$ cat config.mk
export PLATFORM = sky130hd
export DESIGN_NAME = accumulator_datapath
export DESIGN_NICKNAME = d
export VERILOG_FILES = /design/src/rtl/alu_pkg.sv /design/src/rtl/alu_core.sv /design/src/rtl/accumulator_datapath.sv
export SDC_FILE = /design/constraint.sdc
export NUM_CORES = 1
export LEC_CHECK = 0
export ABC_AREA = 1
export CORE_MARGIN = 5
export CORE_UTILIZATION = 50
export DETAILED_ROUTE_END_ITERATION = 7
export PLACE_DENSITY_LB_ADDON = 0.2
export SYNTH_ARGS = -nofsm -noshare
export SYNTH_HDL_FRONTEND = slang
export SYNTH_HIERARCHICAL = 1
export SYNTH_SLANG_ARGS = --single-unit
$ cat constraint.sdc
create_clock -name CLKb -period 5.1 [get_ports CLKb]
set_input_delay 1.02 -clock CLKb [delete_from_list [all_inputs] [get_ports CLKb]]
set_output_delay 1.02 -clock CLKb [all_outputs]
set_load 0.05 [all_outputs]
$ cat src/rtl/alu_pkg.sv
// Shared ALU definitions: opcode encoding and flag-word bit positions.
package alu_pkg;

    typedef enum logic [2:0] {
        OP_ADD  = 3'b000,
        OP_SUB  = 3'b001,
        OP_AND  = 3'b010,
        OP_OR   = 3'b011,
        OP_XOR  = 3'b100,
        OP_PASS = 3'b101,
        OP_SHL  = 3'b110,
        OP_SHR  = 3'b111
    } alu_op_t;

    localparam int unsigned FLAG_W  = 4;
    localparam int unsigned FLAG_Z  = 3;
    localparam int unsigned FLAG_N  = 2;
    localparam int unsigned FLAG_CY = 1;
    localparam int unsigned FLAG_V  = 0;

endpackage

$ cat src/rtl/alu_core.sv
// Combinational ALU: result = C op A, plus {Z, N, CY, V}.
// CY is carry for ADD, borrow for SUB, the shifted-out bit for shifts.
module alu_core
    import alu_pkg::*;
#(
    parameter int unsigned WIDTH = 8
) (
    input  logic [WIDTH-1:0]  c_i,
    input  logic [WIDTH-1:0]  a_i,
    input  alu_op_t           op_i,
    output logic [WIDTH-1:0]  result_o,
    output logic [FLAG_W-1:0] flags_o
);

    logic [WIDTH:0] sum;
    logic [WIDTH:0] diff;
    logic           cy;
    logic           v;

    assign sum  = {1'b0, c_i} + {1'b0, a_i};
    assign diff = {1'b0, c_i} - {1'b0, a_i};

    // Opcode decode: result, carry/borrow and signed overflow
    always_comb begin
        result_o = '0;
        cy       = 1'b0;
        v        = 1'b0;
        case (op_i)
            OP_ADD: begin
                result_o = sum[WIDTH-1:0];
                cy       = sum[WIDTH];
                v        = (c_i[WIDTH-1] == a_i[WIDTH-1]) &&
                           (sum[WIDTH-1] != c_i[WIDTH-1]);
            end
            OP_SUB: begin
                result_o = diff[WIDTH-1:0];
                cy       = diff[WIDTH];
                v        = (c_i[WIDTH-1] != a_i[WIDTH-1]) &&
                           (diff[WIDTH-1] != c_i[WIDTH-1]);
            end
            OP_AND:  result_o = c_i & a_i;
            OP_OR:   result_o = c_i | a_i;
            OP_XOR:  result_o = c_i ^ a_i;
            OP_PASS: result_o = a_i;
            OP_SHL: begin
                result_o = {c_i[WIDTH-2:0], 1'b0};
                cy       = c_i[WIDTH-1];
            end
            OP_SHR: begin
                result_o = {1'b0, c_i[WIDTH-1:1]};
                cy       = c_i[0];
            end
            default: result_o = '0;
        endcase
    end

    // Flag word assembly from the selected result
    always_comb begin
        flags_o          = '0;
        flags_o[FLAG_Z]  = (result_o == '0);
        flags_o[FLAG_N]  = result_o[WIDTH-1];
        flags_o[FLAG_CY] = cy;
        flags_o[FLAG_V]  = v;
    end

endmodule

$ cat src/rtl/accumulator_datapath.sv
// Accumulator datapath: A/opcode/C registers, result strobe, sticky
// protocol checker. Define ALU_FLAGS_EN to build the registered flags
// word; otherwise flags is tied to zero.
module accumulator_datapath
    import alu_pkg::*;
#(
    parameter int unsigned WIDTH = 8
) (
    input  logic              CLKb,
    input  logic              RESETb,
    input  logic              enA,
    input  logic              enALU,
    input  logic              enC,
    input  logic [WIDTH-1:0]  data_in,
    input  logic [2:0]        op_in,
    output logic [WIDTH-1:0]  acc_out,
    output logic [WIDTH-1:0]  a_out,
    output logic [FLAG_W-1:0] flags,
    output logic              result_valid,
    output logic              proto_err
);

    logic [WIDTH-1:0]  a_q,     a_d;
    logic [WIDTH-1:0]  c_q,     c_d;
    alu_op_t           op_q,    op_d;
    logic              rv_q,    rv_d;
    logic              perr_q,  perr_d;
    logic              fresh_q, fresh_d;
    logic              violation;

    logic [WIDTH-1:0]  alu_result;
    logic [FLAG_W-1:0] alu_flags;

    alu_core #(
        .WIDTH (WIDTH)
    ) u_alu (
        .c_i      (c_q),
        .a_i      (a_q),
        .op_i     (op_q),
        .result_o (alu_result),
        .flags_o  (alu_flags)
    );

    // Illegal enable combinations: commit alongside a load, or commit on a stale A
    assign violation = (enC && (enA || enALU)) || (enC && !fresh_q && !enA);

    // Next-state: each register loads independently from pre-edge values
    always_comb begin
        a_d     = enA   ? data_in          : a_q;
        op_d    = enALU ? alu_op_t'(op_in) : op_q;
        c_d     = enC   ? alu_result       : c_q;
        rv_d    = enC;
        perr_d  = perr_q || violation;
        fresh_d = enA ? 1'b1 : (enC ? 1'b0 : fresh_q);
    end

    // State registers
    always_ff @(posedge CLKb or negedge RESETb) begin
        if (!RESETb) begin
            a_q     <= '0;
            op_q    <= OP_ADD;
            c_q     <= '0;
            rv_q    <= 1'b0;
            perr_q  <= 1'b0;
            fresh_q <= 1'b0;
        end else begin
            a_q     <= a_d;
            op_q    <= op_d;
            c_q     <= c_d;
            rv_q    <= rv_d;
            perr_q  <= perr_d;
            fresh_q <= fresh_d;
        end
    end

`ifdef ALU_FLAGS_EN
    logic [FLAG_W-1:0] flags_q, flags_d;

    // Flags follow the ALU only on a commit
    always_comb begin
        flags_d = enC ? alu_flags : flags_q;
    end

    // Flags register
    always_ff @(posedge CLKb or negedge RESETb) begin
        if (!RESETb) begin
            flags_q <= '0;
        end else begin
            flags_q <= flags_d;
        end
    end

    assign flags = flags_q;
`else
    logic unused_alu_flags;
    assign unused_alu_flags = ^alu_flags;
    assign flags            = '0;
`endif

    assign acc_out      = c_q;
    assign a_out        = a_q;
    assign result_valid = rv_q;
    assign proto_err    = perr_q;

endmodule

==> impl_results.html <==
<table>
<tr><th>Metric</th><th>Value</th></tr>
<tr><th colspan="2">Clock network</th></tr>
<tr><td>Clock insertion delay at the later pin of the skew report</td><td>250 ps</td></tr>
<tr><td>Setup Buffers After CTS</td><td>0</td></tr>
<tr><td>Clock-pin slew on the worst setup and hold paths</td><td>70 ps</td></tr>
<tr><td>CTS-repair resized insts</td><td>0</td></tr>
<tr><td># H-tree levels</td><td>1</td></tr>
<tr><td>Num CTS Buffers</td><td>3</td></tr>
<tr><td>Clock Tree Buf Depth</td><td>2</td></tr>
<tr><td>Number of hold buffers added after cts</td><td>0</td></tr>
<tr><td>CTS tree</td><td>yes</td></tr>
<tr><td>CTS Root Cell</td><td>clkbuf_8</td></tr>
<tr><td>Total number of clock tree sinks</td><td>22</td></tr>
<tr><th colspan="2">Finish</th></tr>
<tr><td>Total area of multi-input combinational cells</td><td>1420 um^2</td></tr>
<tr><td>Diode insertion count for antenna repair</td><td>0</td></tr>
<tr><td>Fraction of layout cells with a size suffix above 1</td><td>0.0492</td></tr>
<tr><td>Fill cells</td><td>470</td></tr>
<tr><td>Final layout net count</td><td>429</td></tr>
<tr><td>Sequential cell area</td><td>551 um^2</td></tr>
<tr><td>Relative area change from synthesis to final layout</td><td>12.9%</td></tr>
<tr><th colspan="2">Floorplanning</th></tr>
<tr><td>Initial Utilization</td><td>0.508</td></tr>
<tr><td>Row cnt</td><td>25</td></tr>
<tr><td>Placeable core area</td><td>4660 um^2</td></tr>
<tr><td>Chip width</td><td>78.8 um</td></tr>
<tr><td>Total I/O pin count</td><td>38</td></tr>
<tr><td>Die Height</td><td>78.8 um</td></tr>
<tr><td>Area enclosed by the die boundary</td><td>6210 um^2</td></tr>
<tr><th colspan="2">Yosys</th></tr>
<tr><td>Cell count after synthesis</td><td>364</td></tr>
<tr><td>Post-Syn Area</td><td>2370 um^2</td></tr>
<tr><td>Number of synthesis warnings</td><td>6</td></tr>
<tr><td>Syn avg cell area</td><td>6.50 um^2</td></tr>
<tr><th colspan="2">Global route</th></tr>
<tr><td>Largest net degree at the start of global routing</td><td>25</td></tr>
<tr><td>Number of antenna violations at the first check in global routing</td><td>0</td></tr>
<tr><td>Met1 Usage GRT</td><td>0.288</td></tr>
<tr><td>Vias in the first global route</td><td>2184</td></tr>
<tr><td>Global-route track usage on met3</td><td>0.0136</td></tr>
<tr><td>Global-route wire length before repair</td><td>9.97 mm</td></tr>
<tr><td>Global route total overflow</td><td>0</td></tr>
<tr><td>Routing usage on met2</td><td>0.312</td></tr>
<tr><td>Global-route usage over all layers</td><td>0.196</td></tr>
<tr><td>Layer with the highest usage after global routing</td><td>met2</td></tr>
<tr><th colspan="2">Timing</th></tr>
<tr><td>Final Hold Fails</td><td>0</td></tr>
<tr><td>Max-Slew Margin vs Limit</td><td>0.339</td></tr>
<tr><td>Tcrit/Tclk final</td><td>0.517</td></tr>
<tr><td>Shortest period the worst path allows</td><td>2640 ps</td></tr>
<tr><td>Maximum operating frequency</td><td>379 MHz</td></tr>
<tr><td>Final number of max-transition violations</td><td>0</td></tr>
<tr><td>Transition time of the tightest slew-check pin</td><td>989 ps</td></tr>
<tr><td>Worst clock skew</td><td>2.02 ps</td></tr>
<tr><td>Post-Route Setup TNS</td><td>0 ps</td></tr>
<tr><td>RSZ-0062 raised after global routing</td><td>false</td></tr>
<tr><td># setup viols final</td><td>0</td></tr>
<tr><th colspan="2">Setup path</th></tr>
<tr><td>Critical path buffers and inverters</td><td>1</td></tr>
<tr><td>Critical path origin</td><td>acc_out[1]</td></tr>
<tr><td>RR Startpoint</td><td>op_q[2]</td></tr>
<tr><td>Startpoint kind of the worst setup timing path</td><td>flop</td></tr>
<tr><td>Crit path DAT</td><td>1620 ps</td></tr>
<tr><td>Standard cell with the maximum stage delay on the critical path</td><td>clkdlybuf4s50_1</td></tr>
<tr><td>Delay contributed by the slowest stage of the critical path</td><td>860 ps</td></tr>
<tr><td>Worst reg2reg endpoint</td><td>acc_out[5]</td></tr>
<tr><td>Crit Path Max Fanout</td><td>7</td></tr>
<tr><td>Type of element capturing the critical path</td><td>primary output</td></tr>
<tr><td>Reg-to-reg setup timing slack</td><td>2860 ps</td></tr>
<tr><td>Depth of the worst register-to-register path</td><td>11</td></tr>
<tr><td>Worst Path Required</td><td>4080 ps</td></tr>
<tr><td>Critical Setup Path Class</td><td>reg2out</td></tr>
<tr><td>Largest delay share family, worst path</td><td>buffers and inverters</td></tr>
<tr><td>Worst path cell trace</td><td>clkdlybuf4s50_1</td></tr>
<tr><th colspan="2">Pwr</th></tr>
<tr><td>Total Power</td><td>1.02 mW</td></tr>
<tr><td>Standby leakage power</td><td>1.42 nW</td></tr>
<tr><td>Maximum VDD drop</td><td>0.269 mV</td></tr>
<tr><td>Power density relative to cell area</td><td>381 nW/um^2</td></tr>
<tr><th colspan="2">Placed design</th></tr>
<tr><td>Placed wire-length estimate after detailed placement</td><td>4.69 mm</td></tr>
<tr><td>GPL Wtd Cong</td><td>1.00</td></tr>
<tr><td>Port-buffer cells</td><td>33</td></tr>
<tr><th colspan="2">Routing</th></tr>
<tr><td>Drt drc</td><td>0</td></tr>
<tr><td>Total wire length after detailed routing</td><td>5.96 mm</td></tr>
<tr><td>Via total after detailed routing</td><td>2333</td></tr>
<tr><td>Routed Antenna Nets</td><td>0</td></tr>
<tr><td>Number of DRC markers after the initial detailed-route iteration</td><td>190</td></tr>
<tr><td>Number of optimization iterations in the first detailed-route pass</td><td>6</td></tr>
<tr><td>Vias per Instance</td><td>5.30</td></tr>
<tr><td>Detail-routed net length per standard cell</td><td>13.5 um</td></tr>
<tr><th colspan="2">Run</th></tr>
<tr><td>Number of violations of the max-capacitance limit</td><td>0</td></tr>
<tr><th colspan="2">Hold path</th></tr>
<tr><td>WHS Endpoint</td><td>proto_err</td></tr>
<tr><td>Beginning of the worst hold path</td><td>proto_err</td></tr>
<tr><td>Hold/Removal Path Class</td><td>reg2reg</td></tr>
<tr><td>Hold Path Depth</td><td>2</td></tr>
<tr><th colspan="2">Outcome</th></tr>
<tr><td>Run status</td><td>finished clean</td></tr>
</table>
==> layer usage <==
layer | up-vias | part of all wire
met4 | 0 | 0.012
li1 | 1192 | -
met2 | 88 | 0.44
met3 | 7 | 0.061
met5 | - | 0
met1 | 1046 | 0.48
==> stage by stage <==
step / instances / setup WS, ps / hold slack, ps / cell area (um^2) / utilization
6_report: 440 / 2460 / 486 / 2670 / 0.573
5_1_grt: 440 / 2390 / 526 / 2670 / 0.573
3_5_place_dp: 437 / 2740 / 467 / 2630 / 0.564
4_1_cts: 440 / 2440 / 498 / 2670 / 0.573
2_1_floorplan: 367 / 2890 / 491 / 2380 / -
3_3_place_gp: 437 / 2740 / 478 / 2630 / 0.564
==> state kept, by name, indices dropped and copies added (netlist names) <==
signal        count
op_q              3
fresh_q           1
result_valid      1
proto_err         1
a_out             8
acc_out           8
==> how the worst max path moves through the flow <==
stage | cells past startpoint | endpoint | slack [ps]
after floorplan | 14 | acc_out[7] | 2890
after global placement | 1 | acc_out[1] | 2740
after detailed placement | 1 | acc_out[1] | 2740
after CTS | 1 | acc_out[1] | 2440
after global routing | 1 | acc_out[1] | 2390
final | 1 | acc_out[1] | 2460
==> cells in the final DEF, fill, tap and decap left out <==
| cell type | n |
|---|---|
| nand3_1 | 34 |
| nand2_1 | 103 |
| nor3_2 | 2 |
| a21oi_1 | 8 |
| or2_1 | 2 |
| o211ai_1 | 2 |
| o21bai_1 | 1 |
| o21ai_1 | 6 |
| nand2_2 | 1 |
| inv_4 | 1 |
| clkdlybuf4s50_1 | 33 |
| o22ai_1 | 3 |
| nor2_1 | 27 |
| nand3_2 | 2 |
| ha_1 | 23 |
| fa_1 | 2 |
| xor2_1 | 1 |
| conb_1 | 4 |
| inv_6 | 1 |
| inv_1 | 60 |
| dfrtp_1 | 22 |
| nand4_1 | 19 |
| o21ai_0 | 13 |
| clkbuf_8 | 3 |
| nor3_1 | 3 |
| a31oi_1 | 1 |
| nor2_4 | 1 |
| o21ai_2 | 3 |
| inv_2 | 5 |
==> layout make-up <==
type	instances	area share
repair buffers	33	0.124
inverters	67	0.0970
multi-input cells	261	0.533
clock buffers	3	0.0155
well taps	54	0.0253
flip-flops and latches	22	0.206
==> power by group <==
group	switching, mW	total [mW]	internal (mW)
Sequential	0.0628	0.268	0.205
Clock	0.0501	0.103	0.0525
Combinational	0.428	0.647	0.219
Note: power is estimated with default switching activity, not from simulation.
